===== config.mk =====
export PLATFORM = sky130hd
export DESIGN_NAME = csa_resolve_48bit
export DESIGN_NICKNAME = d
export VERILOG_FILES = /design/src/rtl/csa_pkg.sv /design/src/rtl/cpa_slice.sv /design/src/rtl/full_adder.sv /design/src/rtl/csa_resolve_48bit.sv
export SDC_FILE = /design/constraint.sdc
export NUM_CORES = 1
export LEC_CHECK = 0
export ABC_AREA = 1
export CELL_PAD_IN_SITES_DETAIL_PLACEMENT = 1
export CELL_PAD_IN_SITES_GLOBAL_PLACEMENT = 2
export CORE_ASPECT_RATIO = 1.1
export CORE_MARGIN = 2
export CORE_UTILIZATION = 30
export CTS_CLUSTER_DIAMETER = 200
export CTS_CLUSTER_SIZE = 24
export DETAILED_ROUTE_END_ITERATION = 7
export GPL_ROUTABILITY_DRIVEN = 0
export PLACE_DENSITY = 0.95
export SLEW_MARGIN = 20
export SYNTH_ARGS = -nofsm -noshare
export SYNTH_HDL_FRONTEND = slang
export SYNTH_SLANG_ARGS = --single-unit
export TNS_END_PERCENT = 100

===== constraint.sdc =====
create_clock -name clk -period 18.4 [get_ports clk]
set_clock_uncertainty 0.15 [all_clocks]
set_input_delay 3.68 -clock clk [delete_from_list [all_inputs] [get_ports clk]]
set_output_delay 3.68 -clock clk [all_outputs]
set_load 0.1 [all_outputs]

===== src/rtl/csa_pkg.sv =====
// Shared types and constants for the carry-save resolver datapath.
package csa_pkg;

  localparam int unsigned WIDTH_48    = 48;
  localparam int unsigned SLICE_W_DEF = 12;

  typedef enum logic [1:0] {
    StIdle,
    StBusy,
    StDone
  } csa_state_e;

  function automatic int unsigned nslice(input int unsigned width, input int unsigned slice_w);
    return width / slice_w;
  endfunction

endpackage


===== src/rtl/cpa_slice.sv =====
// SLICE_W-bit ripple-carry adder built from a chain of full_adder cells.
module cpa_slice #(
  parameter int unsigned SLICE_W = 12
) (
  input  logic [SLICE_W-1:0] a,
  input  logic [SLICE_W-1:0] b,
  input  logic               cin,
  output logic [SLICE_W-1:0] s,
  output logic               cout
);

  logic [SLICE_W:0] c;

  assign c[0] = cin;

  for (genvar i = 0; i < SLICE_W; i++) begin : g_bit
    full_adder u_fa (
      .a   (a[i]),
      .b   (b[i]),
      .cin (c[i]),
      .s   (s[i]),
      .cout(c[i+1])
    );
  end

  assign cout = c[SLICE_W];

endmodule


===== src/rtl/full_adder.sv =====
// Single-bit full adder cell.
module full_adder (
  input  logic a,
  input  logic b,
  input  logic cin,
  output logic s,
  output logic cout
);

  assign s    = a ^ b ^ cin;
  assign cout = (a & b) | (cin & (a ^ b));

endmodule


===== src/rtl/csa_resolve_48bit.sv =====
// Sequential carry-propagate resolver: adds a latched (sum, carry) pair one slice per cycle,
// reusing a single slice adder and carrying between slices in a register.
module csa_resolve_48bit
  import csa_pkg::*;
#(
  parameter int unsigned WIDTH   = WIDTH_48,
  parameter int unsigned SLICE_W = SLICE_W_DEF
) (
  input  logic             clk,
  input  logic             rst,
  input  logic             in_valid,
  output logic             in_ready,
  input  logic [WIDTH-1:0] sum_in,
  input  logic [WIDTH-1:0] co_in,
  output logic             out_valid,
  input  logic             out_ready,
  output logic [WIDTH-1:0] result,
  output logic             carry_out
);

  localparam int unsigned NSLICE = nslice(WIDTH, SLICE_W);
  localparam int unsigned IDX_W  = (NSLICE > 1) ? $clog2(NSLICE) : 1;
  localparam logic [IDX_W-1:0] LAST_IDX = IDX_W'(NSLICE - 1);

  csa_state_e        state_q;
  logic [WIDTH-1:0]  a_q, b_q;
  logic [IDX_W-1:0]  idx_q;
  logic              carry_q;

  logic [SLICE_W-1:0] a_sl, b_sl, r_sl;
  logic               c_sl;
  logic               accept;

  // in_ready depends only on state and out_ready, never on in_valid.
  assign in_ready  = (state_q == StIdle) || ((state_q == StDone) && out_ready);
  assign out_valid = (state_q == StDone);
  assign accept    = in_valid && in_ready;

  assign a_sl = a_q[idx_q*SLICE_W +: SLICE_W];
  assign b_sl = b_q[idx_q*SLICE_W +: SLICE_W];

  cpa_slice #(
    .SLICE_W(SLICE_W)
  ) u_slice (
    .a   (a_sl),
    .b   (b_sl),
    .cin (carry_q),
    .s   (r_sl),
    .cout(c_sl)
  );

  always_ff @(posedge clk) begin
    if (rst) begin
      state_q   <= StIdle;
      a_q       <= '0;
      b_q       <= '0;
      idx_q     <= '0;
      carry_q   <= 1'b0;
      result    <= '0;
      carry_out <= 1'b0;
    end else begin
      case (state_q)
        StIdle: begin
          if (accept) begin
            a_q     <= sum_in;
            b_q     <= co_in;
            idx_q   <= '0;
            carry_q <= 1'b0;
            state_q <= StBusy;
          end
        end
        StBusy: begin
          result[idx_q*SLICE_W +: SLICE_W] <= r_sl;
          carry_q <= c_sl;
          if (idx_q == LAST_IDX) begin
            carry_out <= c_sl;
            state_q   <= StDone;
          end else begin
            idx_q <= idx_q + 1'b1;
          end
        end
        StDone: begin
          if (out_ready) begin
            if (in_valid) begin
              // Output handshake and new acceptance share this edge: no idle bubble.
              a_q     <= sum_in;
              b_q     <= co_in;
              idx_q   <= '0;
              carry_q <= 1'b0;
              state_q <= StBusy;
            end else begin
              state_q <= StIdle;
            end
          end
        end
        default: state_q <= StIdle;
      endcase
    end
  end

endmodule


Yosys cells after proc, flatten, opt, wreduce, memory -nomap -nowiden
Cells that the tools add are included.
W data, S select, Z words.
{"block": "op_classes", "n_addsub": 2, "shift": 4, "n_bitwise": 60, "eq_ne": 8, "n_reduce_logical": 11, "n_mux": 23, "n_mul": 1}
{"op": "$mux W48", "n": 6}
{"op": "$pmux W48 S2", "n": 2}
{"op": "$shiftx A48 B7 Y12", "n": 2}
{"op": "$bwmux W48", "n": 1}
{"op": "$shift A12 B34 Y48 const A", "n": 1}
{"op": "$shiftx A12 B34 Y48", "n": 1}
{"op": "$neg A6 Y34", "n": 1}
{"op": "$and A1 B1 Y1", "n": 24}
{"op": "$xor A1 B1 Y1", "n": 24}
{"op": "$mux W2", "n": 7}
{"op": "$or A1 B1 Y1", "n": 12}
{"op": "$pmux W2 S3", "n": 2}
{"op": "$ne A2 B2 Y1 const B", "n": 4}
{"op": "$reduce_and A4 Y1", "n": 2}
{"op": "$reduce_and A5 Y1", "n": 1}
{"op": "$eq A2 B2 Y1 const B", "n": 2}
{"op": "$mul A2 B2 Y4 const B", "n": 1}
{"op": "$mux W1", "n": 4}
{"op": "$pmux W1 S3", "n": 1}
{"op": "$reduce_and A3 Y1", "n": 1}
{"op": "$reduce_bool A3 Y1", "n": 1}
{"op": "$add A2 B1 Y2 const B", "n": 1}
{"op": "$eq A2 B1 Y1 const B", "n": 1}
{"op": "$logic_and A1 B1 Y1", "n": 2}
{"op": "other kinds (5)", "n": 5}
{"block": "word_totals", "word_cells": 116, "out_inout_bits": 51, "regBits": 150, "input_bits": 100}

Longest topological paths before layout
{"block": "depth", "depth_word": 28, "depth_mapped": 30, "depth_no_buf": 28}

Cells and area by module
Synthesis repeated with hierarchy kept, for this count alone.
{"block": "unflattened", "cells_unflattened": 974, "area_unflattened_um2": 6959.2}
{"mod": "csa_resolve_48bit", "seq_area_each_um2": 3002.9, "instances": 1, "cells_per_inst": 962, "area_per_inst_um2": 6718.9}
{"mod": "full_adder", "seq_area_each_um2": 0.0, "instances": 12, "cells_per_inst": 1, "area_per_inst_um2": 20.0}

Worst setup path before layout
No wires, ideal clock.
{"block": "synth_path", "path_kind": "input-to-output", "start": "input port out_ready", "end": "output port in_ready", "n_path_buf": 0, "setup_slack_ps": 9589, "t_required_ps": 14570, "path_stages": 2, "t_arrival_ps": 4981, "cell_sequence": "nor2_2 -> nor2_1"}
{"block": "synth_between", "elab_chain_len": 2}
{"item": "start: declaration", "line": "csa_resolve_48bit.sv:16", "rtl": "input logic out_ready,"}
{"item": "$logic_and A1 B1 Y1", "line": "csa_resolve_48bit.sv:35", "rtl": "assign in_ready = (state_q == StIdle) || ((state_q == StDone) && out_ready);"}
{"item": "$logic_or A1 B1 Y1", "line": "csa_resolve_48bit.sv:35"}
{"item": "end: declaration", "line": "csa_resolve_48bit.sv:12", "rtl": "output logic in_ready,"}
Every way passes these cells.

Worst setup path after layout
Ends and elaborated chain as after synthesis.

==> impl_metrics.env <==
export IMPL_die_y_um=163
export IMPL_crit_path_cell_trace="clkdlybuf4s50_1 -> nor2_2 -> nor2_1 -> clkdlybuf4s50_1"
export IMPL_power_combinational_fraction=0.250
export IMPL_grt_max_degree=106
export IMPL_timing_max_cap_violations=0
export IMPL_cell_area_synth_um2=6910
export IMPL_yosysUniqueCellTypes=28
export IMPL_globalRoute_totalOverflow=0
export IMPL_post_cts_resized_instances=0
export IMPL_postCtsHoldBufs=0
export IMPL_core_um2=22700
export IMPL_leakage_power_uw=0.00354
export IMPL_finalHoldViolCount=0
export IMPL_detail_route_vias_per_cell=4.92
export IMPL_max_freq_ghz=0.108
export IMPL_netlist_top_cells_count="sky130_fd_sc_hd__nor2_1 (237), sky130_fd_sc_hd__nand2_1 (176), sky130_fd_sc_hd__dfxtp_1 (150), sky130_fd_sc_hd__o21ai_0 (128), sky130_fd_sc_hd__a21oi_1 (65)"
export IMPL_cp_capture_type="output pin"
export IMPL_drt_iter0_markers=454
export IMPL_via_count_of_the_first_global_routing_pass=6933
export IMPL_status="finished clean"
export IMPL_netlist_instances=971
export IMPL_seq_power_share=0.389
export IMPL_die_area_um2=24300
export IMPL_worst_path_largest_cell_delay_ns=1.14
export IMPL_wire_per_inst_um=16.8
export IMPL_placedCellCount=1361
export IMPL_synthDominantCellAreaShare=0.435
export IMPL_antenna_found_initial=0
export IMPL_portBuffers=150
export IMPL_worstMarginPinSlew_ns=1.01
export IMPL_asyncSetResetFlopFracSynth=0
export IMPL_clock_path_buffers=2
export IMPL_cts_setup_buffers=0
export IMPL_crit_arrival_ns=5.45
export IMPL_cp_buffers_inverters=2
export IMPL_initial_core_util=0.304
export IMPL_h_tree_depth=4
export IMPL_gr_usage_all_layers=0.195
export IMPL_holdCritPathClass="reg -> reg"
export IMPL_worst_endpoint_required_ns=14.57
export IMPL_num_io_pins=151
export IMPL_finalSetupViolations=0
export IMPL_critPathTopFamily="buffers and inverters"
export IMPL_nFillCells=2847
export IMPL_crit_start_category="primary input"
export IMPL_routed_via_count=6845
export IMPL_library_cell_with_the_highest_instance_count_after_synthesis="sky130_fd_sc_hd__nor2_1"
export IMPL_fin_crit_sh=0.504
export IMPL_number_of_max_slew_violations_in_the_final_report=0
export IMPL_detail_route_drc_violations=0
export IMPL_first_pass_iters=5
export IMPL_grt_first_pass_wirelength_um=36900
export IMPL_critical_path_most_common_cell="sky130_fd_sc_hd__clkdlybuf4s50_1"
export IMPL_power_density_nw_per_um2=102
export IMPL_layout_drive_gt1_share=0.0568
export IMPL_antennaDiodeCount=0
export IMPL_num_nets_final=1198
export IMPL_finalNonFillerCells=1392
export IMPL_insertion_delay_ns=0.42
export IMPL_sequential_cell_area_um2=3000
export IMPL_swShare=0.328
export IMPL_finalWirelength_um=23300
export IMPL_synth_avg_cell_area_um2=7.12
export IMPL_critical_path_class="in -> out"
export IMPL_regToRegSetupSlack_ns=11.61
export IMPL_tritoncts="built"
export IMPL_setup_tns_final_ns=0
export IMPL_sequential_fraction_of_the_synthesis_area=0.435
export IMPL_finalCriticalPeriod_ns=9.28
export IMPL_multi_input_gate_area_um2=3480
export IMPL_number_of_enable_type_register_cells_in_the_synthesized_netlist=0
export IMPL_cp_max_fo=3
export IMPL_synth_fp_nets=1089
export IMPL_pwr_share_clk=0.361
export IMPL_utilization=0.400
export IMPL_grt_setup_unrepaired="false"
export IMPL_area_growth_synth_to_final_pct=31.6
export IMPL_ys_warn_count=0
export IMPL_rows=58
export IMPL_synthDominantAreaCellType="sky130_fd_sc_hd__dfxtp_1"
export IMPL_dieWidth_um=149
export IMPL_clk_root_buffer_cell="sky130_fd_sc_hd__clkbuf_16"
export IMPL_internal_power_uw=623
export IMPL_timing_critical_path_slowest_stage_cell="sky130_fd_sc_hd__clkdlybuf4s50_1"
export IMPL_setup_slack_ns=9.12
export IMPL_path_clk_slew_ns=0.06
export IMPL_pre_cts_ws_ns=9.11
export IMPL_synth_flop_cell="sky130_fd_sc_hd__dfxtp_1"
export IMPL_place_hpwl_um=16300
export IMPL_final_antenna_net_count=0
export IMPL_clock_sink_count=150
export IMPL_ir_worst_vdd_v=0.0000621
export IMPL_slew_headroom=0.323
export IMPL_ys_seq_elements=150
export IMPL_finalHoldWorstSlack_ns=0.315
export IMPL_cts_buffers=17
export IMPL_synth_area_leaders="sky130_fd_sc_hd__dfxtp_1 (43%), sky130_fd_sc_hd__nor2_1 (13%), sky130_fd_sc_hd__nand2_1 (9.6%), sky130_fd_sc_hd__o21ai_0 (9.3%), sky130_fd_sc_hd__a21oi_1 (4.7%)"
export IMPL_power_net_switching_uw=305
power by group through the flow:
stage                     combinational [µW]  clock [µW]  sequential (µW)
after detailed placement                 230           0              368
after global routing                     254         357              364
after CTS                                232         342              361
after floorplan                          141           0              376
final                                    232         335              361
after global placement                   226           0              367
cells by family (layout without fill, tap and decap cells):
logic type	after synthesis	count (layout)	share of synthesized area
AOI/OAI and AO/OA	228	228	0.178
adders and majority gates	18	18	0.0456
buffers and inverters	97	218	0.0612
DFF	150	150	0.435
and+or+nand+nor	478	478	0.281
layout make-up:
type	count	share of cell area
sequential	150	0.330
clock inverter	8	0.00812
timing repair buffer	157	0.171
clock buffer	23	0.0537
tap	300	0.0413
inverter	30	0.0124
multi-input combinational	724	0.383
state kept, by name, indices dropped and copies added (netlist names):
signal,cells
carry_q,1
idx_q,2
state_q,2
carry_out,1
a_q,48
result,48
b_q,48
path summary, 6_finish.rpt:
kind                                 start  cells after the start          to
worst max-delay path             out_ready                      4    in_ready
worst min-delay path            result[18]                      2  result[18]
worst max register to register    idx_q[1]                     28  result[47]
worst min register to register  result[18]                      2  result[18]
routing by layer:
layer  share of wire  GRT usage
met4           0.011     0.0416
met1            0.45      0.248
met5               0          0
met2            0.50      0.344
met3           0.041     0.0355
worst reg2reg max path, delay by kind of cell (launching register included):
| kind | cells | cell delay [ns] |
|---|---|---|
| flops | 1 | 0.75 |
| compound gates | 2 | 0.51 |
| simple gates | 6 | 0.71 |
| fa+ha+maj | 12 | 3.63 |
| buf+inv | 8 | 0.95 |
layout by cell type, fill, tap and decap left out:
master	netlist	layout
sky130_fd_sc_hd__fa_1	12	12
sky130_fd_sc_hd__clkbuf_1	41	2
sky130_fd_sc_hd__a21oi_1	65	65
sky130_fd_sc_hd__o21ai_1	7	7
sky130_fd_sc_hd__nor2_1	237	237
sky130_fd_sc_hd__clkbuf_8	0	4
sky130_fd_sc_hd__nand3_1	42	42
sky130_fd_sc_hd__nor3_1	1	1
sky130_fd_sc_hd__nand3_2	1	1
sky130_fd_sc_hd__dfxtp_1	150	149
sky130_fd_sc_hd__o22ai_1	10	10
sky130_fd_sc_hd__clkdlybuf4s50_1	0	150
sky130_fd_sc_hd__o21ai_0	128	128
sky130_fd_sc_hd__nor2_2	2	2
sky130_fd_sc_hd__clkbuf_16	0	17
sky130_fd_sc_hd__inv_1	20	20
sky130_fd_sc_hd__clkinvlp_4	0	2
sky130_fd_sc_hd__nand2_2	4	4
sky130_fd_sc_hd__nand4_1	7	7
sky130_fd_sc_hd__nor3_4	1	1
sky130_fd_sc_hd__clkinv_4	0	1
sky130_fd_sc_hd__nor2_4	4	4
sky130_fd_sc_hd__bufinv_16	0	1
sky130_fd_sc_hd__dfxtp_2	0	1
sky130_fd_sc_hd__buf_4	6	7
sky130_fd_sc_hd__nand2_1	176	176
sky130_fd_sc_hd__a31oi_1	4	4
sky130_fd_sc_hd__inv_2	10	10
sky130_fd_sc_hd__ha_1	6	6
sky130_fd_sc_hd__a32o_1	14	14
sky130_fd_sc_hd__or2_2	2	2
sky130_fd_sc_hd__clkinv_2	0	4
sky130_fd_sc_hd__nor3_2	1	1
per-stage QoR:
stage               cell area, µm²  power (µW)
floorplan                     6910         517
global placement              8530         594
detailed placement            8530         598
CTS                           9090         935
global route                  9090         975
finish                        9090         928
(Power assumes the default switching activity.)
